File: src/rtl/bus_pkg.sv
// Shared types and constants for the 8086-style bus cycle initiator.
package bus_pkg;

  // One-hot bus cycle phases.
  typedef enum logic [5:0] {
    IDLE = 6'b000001,
    T1   = 6'b000010,
    T2   = 6'b000100,
    T3   = 6'b001000,
    TW   = 6'b010000,
    T4   = 6'b100000
  } bus_state_t;

  // RD/WR are active-low bus strobes.
  localparam logic STROBE_ON  = 1'b0;
  localparam logic STROBE_OFF = 1'b1;

endpackage

File: src/rtl/bus_cycle_initiator.sv
// 8086-style bus master: turns single-beat core requests into T1-T4 bus cycles.
// Optional feature macro: WAIT_STATE_EN (READY sampling, TW insertion, timeout error).
// Without it READY is ignored, T3 always proceeds to T4 and resp_err is tied low.
module bus_cycle_initiator
  import bus_pkg::*;
#(
  parameter int unsigned ADDR_W   = 20,
  parameter int unsigned DATA_W   = 8,
  parameter int unsigned MAX_WAIT = 15
) (
  input  logic              CLK,
  input  logic              RESET,
  input  logic              req_valid,
  output logic              req_ready,
  input  logic              req_write,
  input  logic              req_io,
  input  logic [ADDR_W-1:0] req_addr,
  input  logic [DATA_W-1:0] req_wdata,
  output logic              resp_valid,
  output logic [DATA_W-1:0] resp_rdata,
  output logic              resp_err,
  output logic              ALE,
  output logic              RD,
  output logic              WR,
  output logic              IOM,
  output logic [ADDR_W-1:0] Address,
  output logic [DATA_W-1:0] Data_out,
  output logic              Data_oe,
  input  logic [DATA_W-1:0] Data_in,
  input  logic              READY
);

  bus_state_t        state_q, state_d;
  logic [ADDR_W-1:0] addr_q, addr_d;
  logic [DATA_W-1:0] wdata_q, wdata_d;
  logic [DATA_W-1:0] rdata_q, rdata_d;
  logic              write_q, write_d;
  logic              iom_q, iom_d;
  logic              accept;
  logic              strobe_phase;

`ifdef WAIT_STATE_EN
  localparam int unsigned CNT_W = $clog2(MAX_WAIT + 1);
  logic [CNT_W-1:0]  wait_cnt_q, wait_cnt_d;
  logic              err_q, err_d;
`else
  // READY and the timeout limit have no effect in this build.
  logic              unused_cfg;
  assign unused_cfg = READY | (MAX_WAIT == 0);
`endif

  // State and latched cycle attributes; everything returns to idle on reset.
  // NOTE: sequential state uses non-blocking assignments so every register samples pre-edge values.
  always_ff @(posedge CLK or posedge RESET) begin
    if (RESET) begin
      state_q    <= IDLE;
      addr_q     <= '0;
      wdata_q    <= '0;
      rdata_q    <= '0;
      write_q    <= 1'b0;
      iom_q      <= 1'b0;
`ifdef WAIT_STATE_EN
      wait_cnt_q <= '0;
      err_q      <= 1'b0;
`endif
    end else begin
      state_q    <= state_d;
      addr_q     <= addr_d;
      wdata_q    <= wdata_d;
      rdata_q    <= rdata_d;
      write_q    <= write_d;
      iom_q      <= iom_d;
`ifdef WAIT_STATE_EN
      wait_cnt_q <= wait_cnt_d;
      err_q      <= err_d;
`endif
    end
  end

  // Next-state logic: phase sequencing, request latching and read-data capture.
  // NOTE: every always_comb output gets a default first so no path can infer a latch.
  always_comb begin
    state_d = state_q;
    addr_d  = addr_q;
    wdata_d = wdata_q;
    rdata_d = rdata_q;
    write_d = write_q;
    iom_d   = iom_q;
`ifdef WAIT_STATE_EN
    err_d   = err_q;
`endif

    req_ready = (state_q == IDLE) || (state_q == T4);
    accept    = req_valid && req_ready;

    if (accept) begin
      addr_d  = req_addr;
      wdata_d = req_wdata;
      write_d = req_write;
      iom_d   = ~req_io;
`ifdef WAIT_STATE_EN
      err_d   = 1'b0;
`endif
    end

    case (state_q)
      IDLE: if (accept) state_d = T1;
      T1:   state_d = T2;
      T2:   state_d = T3;
      T3: begin
`ifdef WAIT_STATE_EN
        state_d = READY ? T4 : TW;
`else
        state_d = T4;
`endif
      end
      TW: begin
`ifdef WAIT_STATE_EN
        if (READY) begin
          state_d = T4;
        end else if (wait_cnt_q == CNT_W'(MAX_WAIT)) begin
          state_d = T4;
          err_d   = 1'b1;
        end
`else
        state_d = T4;
`endif
      end
      T4:      state_d = accept ? T1 : IDLE;
      default: state_d = IDLE;
    endcase

    // Read data is taken on the edge that closes the data phase.
    if ((state_q == T3 || state_q == TW) && state_d == T4 && !write_q) begin
      rdata_d = Data_in;
    end
  end

`ifdef WAIT_STATE_EN
  // Wait counter: counts TW cycles of the current transfer, cleared in T4.
  always_comb begin
    wait_cnt_d = wait_cnt_q;
    if (state_d == TW) begin
      wait_cnt_d = CNT_W'(wait_cnt_q + 1'b1);
    end else if (state_q == T4) begin
      wait_cnt_d = '0;
    end
  end
`endif

  // Bus pins decoded from the current phase; reset forces IDLE so strobes drop at once.
  always_comb begin
    strobe_phase = (state_q == T2) || (state_q == T3) || (state_q == TW);
    ALE          = (state_q == T1);
    RD           = (strobe_phase && !write_q) ? STROBE_ON : STROBE_OFF;
    WR           = (strobe_phase &&  write_q) ? STROBE_ON : STROBE_OFF;
    Data_oe      = write_q && (strobe_phase || state_q == T4);
    Data_out     = Data_oe ? wdata_q : '0;
    IOM          = iom_q;
    Address      = addr_q;
    resp_valid   = (state_q == T4);
    resp_rdata   = rdata_q;
`ifdef WAIT_STATE_EN
    resp_err     = (state_q == T4) && err_q;
`else
    resp_err     = 1'b0;
`endif
  end

endmodule

File: config.mk
export PLATFORM = sky130hd
export DESIGN_NAME = bus_cycle_initiator
export DESIGN_NICKNAME = d
export VERILOG_FILES = /design/src/rtl/bus_pkg.sv /design/src/rtl/bus_cycle_initiator.sv
export SDC_FILE = /design/constraint.sdc
export NUM_CORES = 1
export LEC_CHECK = 0
export ABC_AREA = 1
export CELL_PAD_IN_SITES_DETAIL_PLACEMENT = 1
export CELL_PAD_IN_SITES_GLOBAL_PLACEMENT = 2
export CORE_ASPECT_RATIO = 0.8
export CORE_MARGIN = 2
export CORE_UTILIZATION = 25
export CTS_CLUSTER_DIAMETER = 150
export DETAILED_ROUTE_END_ITERATION = 8
export PLACE_DENSITY = 0.95
export SYNTH_ARGS = -nofsm -noshare
export SYNTH_HDL_FRONTEND = slang
export SYNTH_SLANG_ARGS = --single-unit
File: constraint.sdc
create_clock -name CLK -period 2.5 [get_ports CLK]
set_input_delay 0.625 -clock CLK [delete_from_list [all_inputs] [get_ports CLK]]
set_output_delay 0.625 -clock CLK [all_outputs]
set_load 0.03 [all_outputs]
==> key figures, run 1 <==
Setup path
  • CP endpoint: Data_out[4]
  • Required @ worst endpoint: 1.88 ns
  • CP startpoint kind: flop
  • CP startpoint: state_q[2]
  • Worst reg-to-reg setup slack: 0.64 ns
  • Max FO, Critical Path: 8
  • Critical Path AT: 1.76 ns
  • R2r endpoint: wdata_q[5]
  • CP Capture Type: primary output
  • Reg2reg path depth: 8
  • Setup CP Type: reg2out
  • Worst R2R Start: state_q[0]

Power and ir drop
  • Pwr/cell area: 1140 nW/um^2
  • Pleak: 1.53 nW
  • Max VDD drop: 0.423 mV
  • Pwr Total: 3.38 mW

Finish
  • Area grow syn2layout: 52.6%
  • Final nets: 358
  • Register area: 1100 sq um
  • # fillers: 914
  • Number of inserted diodes: 0
  • Post-layout util: 39.7%
  • Design Area, Final: 2980 sq um
  • Area of the multi-input gates: 702 sq um
  • Post-route insts no fill: 422
  • Share of cells above drive strength 1: 11.4%

Synthesis
  • Async SR Flop Fraction: 100%
  • Cell taking the most area after synthesis: dfrtp_1
  • Post-Syn Instances: 230
  • Ys Warns: 0
  • Dominant synthesized flop cell: dfrtp_1
  • Area share of the leading cell type in the synthesized netlist: 55.1%
  • Area contributors post-synth: dfrtp_1, nand2_1, nand3_1
  • Post-synth EDFFs: 0
  • Average cell area after synthesis: 8.49 sq um
  • Post-Synthesis Cell Area: 1950 sq um
  • Library cells used by synthesis: 20
  • Synthesis-stage register bit count: 44
  • Most frequent cell after synthesis: nand2_1
  • Register area share after synthesis: 56.5%
  • Post-synth top cells: nand2_1, dfrtp_1, nand3_1, inv_1, nor2_1

Drt
  • DRT antenna net count: 0
  • Total number of vias: 1800
  • Drt total wl: 5620 microns
  • First-pass DRT Iterations: 4
  • Initial DRC count: 42
  • Drt drc: 0
  • Via-to-Cell Ratio: 4.27
  • Routed length per placed instance: 13.3 microns

STA
  • Post-Route Setup TNS: 0 ns
  • Final Hold Fails: 0
  • Minimum clock period: 2.38 ns
  • Final number of setup-violating endpoints: 0
  • FMAX: 420 MHz
  • RSZ-0062 raised after global routing: yes
  • Final Skew: 0.00772 ns
  • Tcrit/Tclk final: 95.3%
  • Final Hold Slack: 0.477 ns
  • Slew Viols, Final: 0
  • Final worst setup slack: 0.117 ns

Global route
  • Initial antenna violation count: 0
  • Gr usage total: 13.7%
  • Vias in the first global route: 1928
  • Global route total overflow: 0
  • Pin count of the biggest net entering global routing: 45
  • First-pass GRT wire length: 9290 microns

Floorplanning
  • Std cell rows: 28
  • I/O pin count: 86
  • Die width: 103 microns
  • DIE AREA: 8530 sq um
  • Core Box Area: 7500 sq um
  • Die height: 83.0 microns
  • Initial Utilization: 26.0%

Place
  • Placer Congestion: 0.816
  • Placed Instances: 414
  • Place WS: 0.120 ns
  • Post-DP Area: 2860 sq um
  • Dpl hpwl: 3930 microns
  • Port bufs: 83

Clock network
  • CTS max path bufs: 2
  • Setup bufs post-CTS: 0
  • Clock insertion delay at the later pin of the skew report: 0.30 ns
  • Reg clk slew, reported paths: 0.09 ns
  • CTS tree: yes
  • Htree depth: 2
  • Clock sink count: 44
  • Root Buffer: clkbuf_8
  • TritonCTS Buffers: 5

Flow run
  • Max cap viols: 0

Status
  • Status: finished, final reports clean

Min path
  • Hold Crit Class: reg2reg
## how the worst min path moves through the flow
stage | startpoint | endpoint | cells past startpoint
2_1_floorplan | wdata_q[0] | wdata_q[0] | 2
3_3_place_gp | Address[19] | Address[19] | 2
3_5_place_dp | wdata_q[7] | wdata_q[7] | 2
4_1_cts | wdata_q[7] | wdata_q[7] | 2
5_1_grt | wdata_q[4] | wdata_q[4] | 2
6_report | resp_rdata[5] | resp_rdata[5] | 2
## routing by layer
layer  up-vias  global-route usage (%)  share of wire [%]
li1        874                       -                  -
met1       874                    17.5                 44
met2        50                    23.0                 49
met3         2                    4.55                6.9
met4         0                    1.79               0.11
met5         -                       0                  0
## repair_timing
item / 4_1_cts / 5_1_grt
endpoints found under the hold margin: 0 / 0
pin swaps: 0 / 2
hold buffers: 0 / 0
setup endpoints to repair: 7 / 12
gates resized for setup: 8 / 8
## kinds of logic after synthesis
group	after synthesis	synth area share, %
other cells	1	0.192
compound gates	1	0.256
flops	44	56.5
buf+inv	32	8.59
simple gates	152	34.5
## worst max-delay path, stage by stage (launching register included)
cell	delay, ns
dfrtp_1	0.43
nor2_4	0.17
nand4_1	0.18
nand3_1	0.16
nand2_2	0.08
buf_6	0.16
nor2_1	0.11
buf_4	0.18
## registers in the layout, summed over array words and instances (netlist names)
register / cells
state_q: 6
Address: 20
write_q: 1
IOM: 1
resp_rdata: 8
wdata_q: 8
## cell usage in the layout (no fill, tap or decap), types with 2 or more instances in the layout
cell type,count
dfrtp_1,43
nor2_4,2
dlygate4sd2_1,5
clkdlybuf4s50_1,69
inv_2,2
inv_1,19
clkinv_2,2
nor2_2,2
nand2_2,3
conb_1,2
nand2_4,3
buf_6,3
buf_4,9
nor2_1,13
clkbuf_8,6
nand2_1,86
nand3_1,40
## cell type report
cell class                      instances  area share, %
Timing Repair Buffer                   88           29.1
Clock buffer                            6           2.77
Sequential cell                        44           37.0
Multi-Input combinational cell        155           23.6
Inverter                               22           2.77
Clock inverter                          2          0.336
Tap cell                              105           4.41
## report_power, final
part	leakage (nW)	internal [mW]	switching (mW)
Sequential	0.548	1.02	0.179
Clock	0.0510	0.221	0.249
Combinational	0.926	0.659	1.05
Power figures use the tool's default switching activity.
==> run 2, diff against run 1 <==
--- a/config.mk
+++ b/config.mk
@@ -11,7 +11,7 @@
 export CORE_ASPECT_RATIO = 0.8
 export CORE_MARGIN = 2
 export CORE_UTILIZATION = 25
-export CTS_CLUSTER_DIAMETER = 150
+export CTS_CLUSTER_DIAMETER = 200
 export DETAILED_ROUTE_END_ITERATION = 8
 export PLACE_DENSITY = 0.95
 export SYNTH_ARGS = -nofsm -noshare
==> results of run 2 <==
Same layout as run 1: the final DEF is identical, and so are final timing and power.
==> run 3, diff against run 2 <==
--- a/config.mk
+++ b/config.mk
@@ -14,6 +14,7 @@
 export CTS_CLUSTER_DIAMETER = 200
 export DETAILED_ROUTE_END_ITERATION = 8
 export PLACE_DENSITY = 0.95
+export SETUP_SLACK_MARGIN = 0.05
 export SYNTH_ARGS = -nofsm -noshare
 export SYNTH_HDL_FRONTEND = slang
 export SYNTH_SLANG_ARGS = --single-unit
==> run 3 against run 2 <==
  * Count of clock-buffer cells in the layout did not move
  * Setup slack improved by 0.0078 ns
  * Final cell count rose by 0.95%
  * Sequential power barely moved
  * Critical path type unchanged
  * Largest power group unchanged
==> key figures, run 3 (synthesis results as in run 1) <==
Power and ir drop
  • Pwr Total: 3.41 mW (+0.75%)
  • Pleak: 1.54 nW (+0.78%)
  • Pwr/cell area: 1130 nW/um^2 (-0.63%)
  • Max VDD drop: 0.423 mV (about the same)

Finish
  • Share of cells above drive strength 1: 13.1% (+1.7 points)
  • Max reg flops: 20 (unchanged)
  • Number of inserted diodes: 0 (unchanged)
  • Most common cell after layout, fill and taps aside: nand2_1
  • Area grow syn2layout: 54.7%
  • Design Area, Final: 3020 sq um (+1.4%)
  • # fillers: 920 (+0.66%)
  • Final nets: 362 (+1.1%)
  • Most frequent cells in the layout: nand2_1, clkdlybuf4s50_1, dfrtp_1

Drt
  • Drt drc: 0 (unchanged)
  • Drt total wl: 5770 microns (+2.6%)
  • Total number of vias: 1819 (+1.1%)
  • First-pass DRT Iterations: 4 (unchanged)
  • Initial DRC count: 44 (+4.8%)
  • Via-to-Cell Ratio: 4.27 (+0.11%)
  • DRT antenna net count: 0 (unchanged)
  • Routed length per placed instance: 13.5 microns (+1.6%)

Clock network
  • Clock sink count: 44 (unchanged)
  • Reg clk slew, reported paths: 0.09 ns (about the same)
  • Clock insertion delay at the later pin of the skew report: 0.30 ns (about the same)
  • CTS tree: yes
  • TritonCTS Buffers: 5 (unchanged)
  • CTS max path bufs: 2 (unchanged)
  • Root Buffer: clkbuf_8
  • Htree depth: 2 (unchanged)

Setup path
  • Required @ worst endpoint: 1.88 ns (about the same)
  • Worst reg-to-reg setup slack: 0.61 ns (-0.03 ns)
  • CP startpoint kind: flop
  • Critical Path AT: 1.75 ns (about the same)
  • Setup CP Type: reg2out
  • CP Capture Type: primary output
  • Max FO, Critical Path: 8 (unchanged)
  • Max incr delay on CP: 0.42 ns (about the same)
  • CP Cell Sequence: nor2_4, nand4_1, nand3_2, nand2_2, buf_6, nor2_1, buf_4
  • CP max-delay cell: dfrtp_1

Global route
  • Gr usage total: 13.7% (+0.035 points)
  • Vias in the first global route: 1939 (+0.57%)
  • Initial antenna violation count: 0 (unchanged)
  • Pin count of the biggest net entering global routing: 45 (unchanged)
  • Global route total overflow: 0 (unchanged)
  • First-pass GRT wire length: 9320 microns (+0.37%)

STA
  • Final number of setup-violating endpoints: 0 (unchanged)
  • Final worst setup slack: 0.125 ns (+0.00781 ns)
  • Post-Route Setup TNS: 0 ns (unchanged)
  • Minimum clock period: 2.38 ns (-0.00781 ns)
  • Final Skew: 0.0105 ns (+0.00280 ns)
  • RSZ-0062 raised after global routing: no
  • Tcrit/Tclk final: 95.0% (-0.31 points)
  • Final Hold Fails: 0 (unchanged)
  • FMAX: 421 MHz (+0.33%)
  • Slew Viols, Final: 0 (unchanged)

Floorplanning
  • Core Box Area: 7500 sq um (unchanged)
  • Die width: 103 microns (unchanged)
  • Initial Utilization: 26.0% (unchanged)
  • I/O pin count: 86 (unchanged)
  • Std cell rows: 28 (unchanged)
  • DIE AREA: 8530 sq um (unchanged)
  • Die height: 83.0 microns (unchanged)

Place
  • Place WS: 0.120 ns (unchanged)
  • Placer Congestion: 0.816 (unchanged)
  • Dpl hpwl: 3930 microns (unchanged)
  • Post-DP Area: 2860 sq um (unchanged)
  • Port bufs: 83 (unchanged)

Min path
  • Hold Crit Class: reg2reg

Status
  • Status: finished, final reports clean

Flow run
  • Max cap viols: 0 (unchanged)
==> run 3: area by class of cell <==
class                      instances  area (sq um)  share of cell area [%]
inverter                          22          82.6                    2.73
tap                              105           131                    4.35
sequential                        44          1100                    36.5
timing repair buffer              92           895                    29.6
clock inverter                     2          10.0                   0.331
clock buffer                       6          82.6                    2.73
multi-input combinational        155           717                    23.7
==> run 3: through the flow <==
stage / utilization (%) / hold WS [ns] / std cells
6_report: 40.3 / 0.477 / 426
5_1_grt: 40.3 / 0.500 / 426
4_1_cts: 39.7 / 0.480 / 423
3_5_place_dp: 38.2 / 0.459 / 414
3_3_place_gp: 38.2 / 0.453 / 414
2_1_floorplan: - / 0.442 / 231
==> run 3: what timing repair did <==
item / CTS / global route
pin swaps: 1 / 4
endpoints found under the hold margin: 0 / 0
setup endpoints to repair: 12 / 10
buffers inserted: 1 / 3
resized for setup: 13 / 6
hold buffers: 0 / 0
==> run 3: report_power, final <==
| group | internal (mW) | switching, mW | total (mW) |
|---|---|---|---|
| sequential | 1.02 | 0.181 | 1.20 |
| clock | 0.221 | 0.252 | 0.473 |
| combinational | 0.669 | 1.06 | 1.73 |
| total | 1.91 | 1.49 | 3.41 |
==> run 3: critical path: cells and delay by family (launching register included) <==
| kind | cells | cell delay (ns) |
|---|---|---|
| buf+inv | 2 | 0.34 |
| simple gates | 5 | 0.70 |
| flops | 1 | 0.42 |
==> run 3: final timing paths <==
kind / from / end / cells after the start
worst max-delay path: state_q[3] / Data_out[4] / 7
worst min-delay path: resp_rdata[5] / resp_rdata[5] / 2
worst max register to register: state_q[3] / wdata_q[5] / 8
worst min register to register: resp_rdata[5] / resp_rdata[5] / 2
max in group asynchronous: RESET / state_q[0] / 3
min in group asynchronous: RESET / resp_rdata[0] / 3
==> run 3: per-layer routing <==
metal	part of all wire [%]	track usage, %	vias up
met4	0.10	1.79	0
met2	50	23.1	50
met3	6.9	4.63	2
li1	-	-	885
met5	0	0	-
met1	43	17.5	882
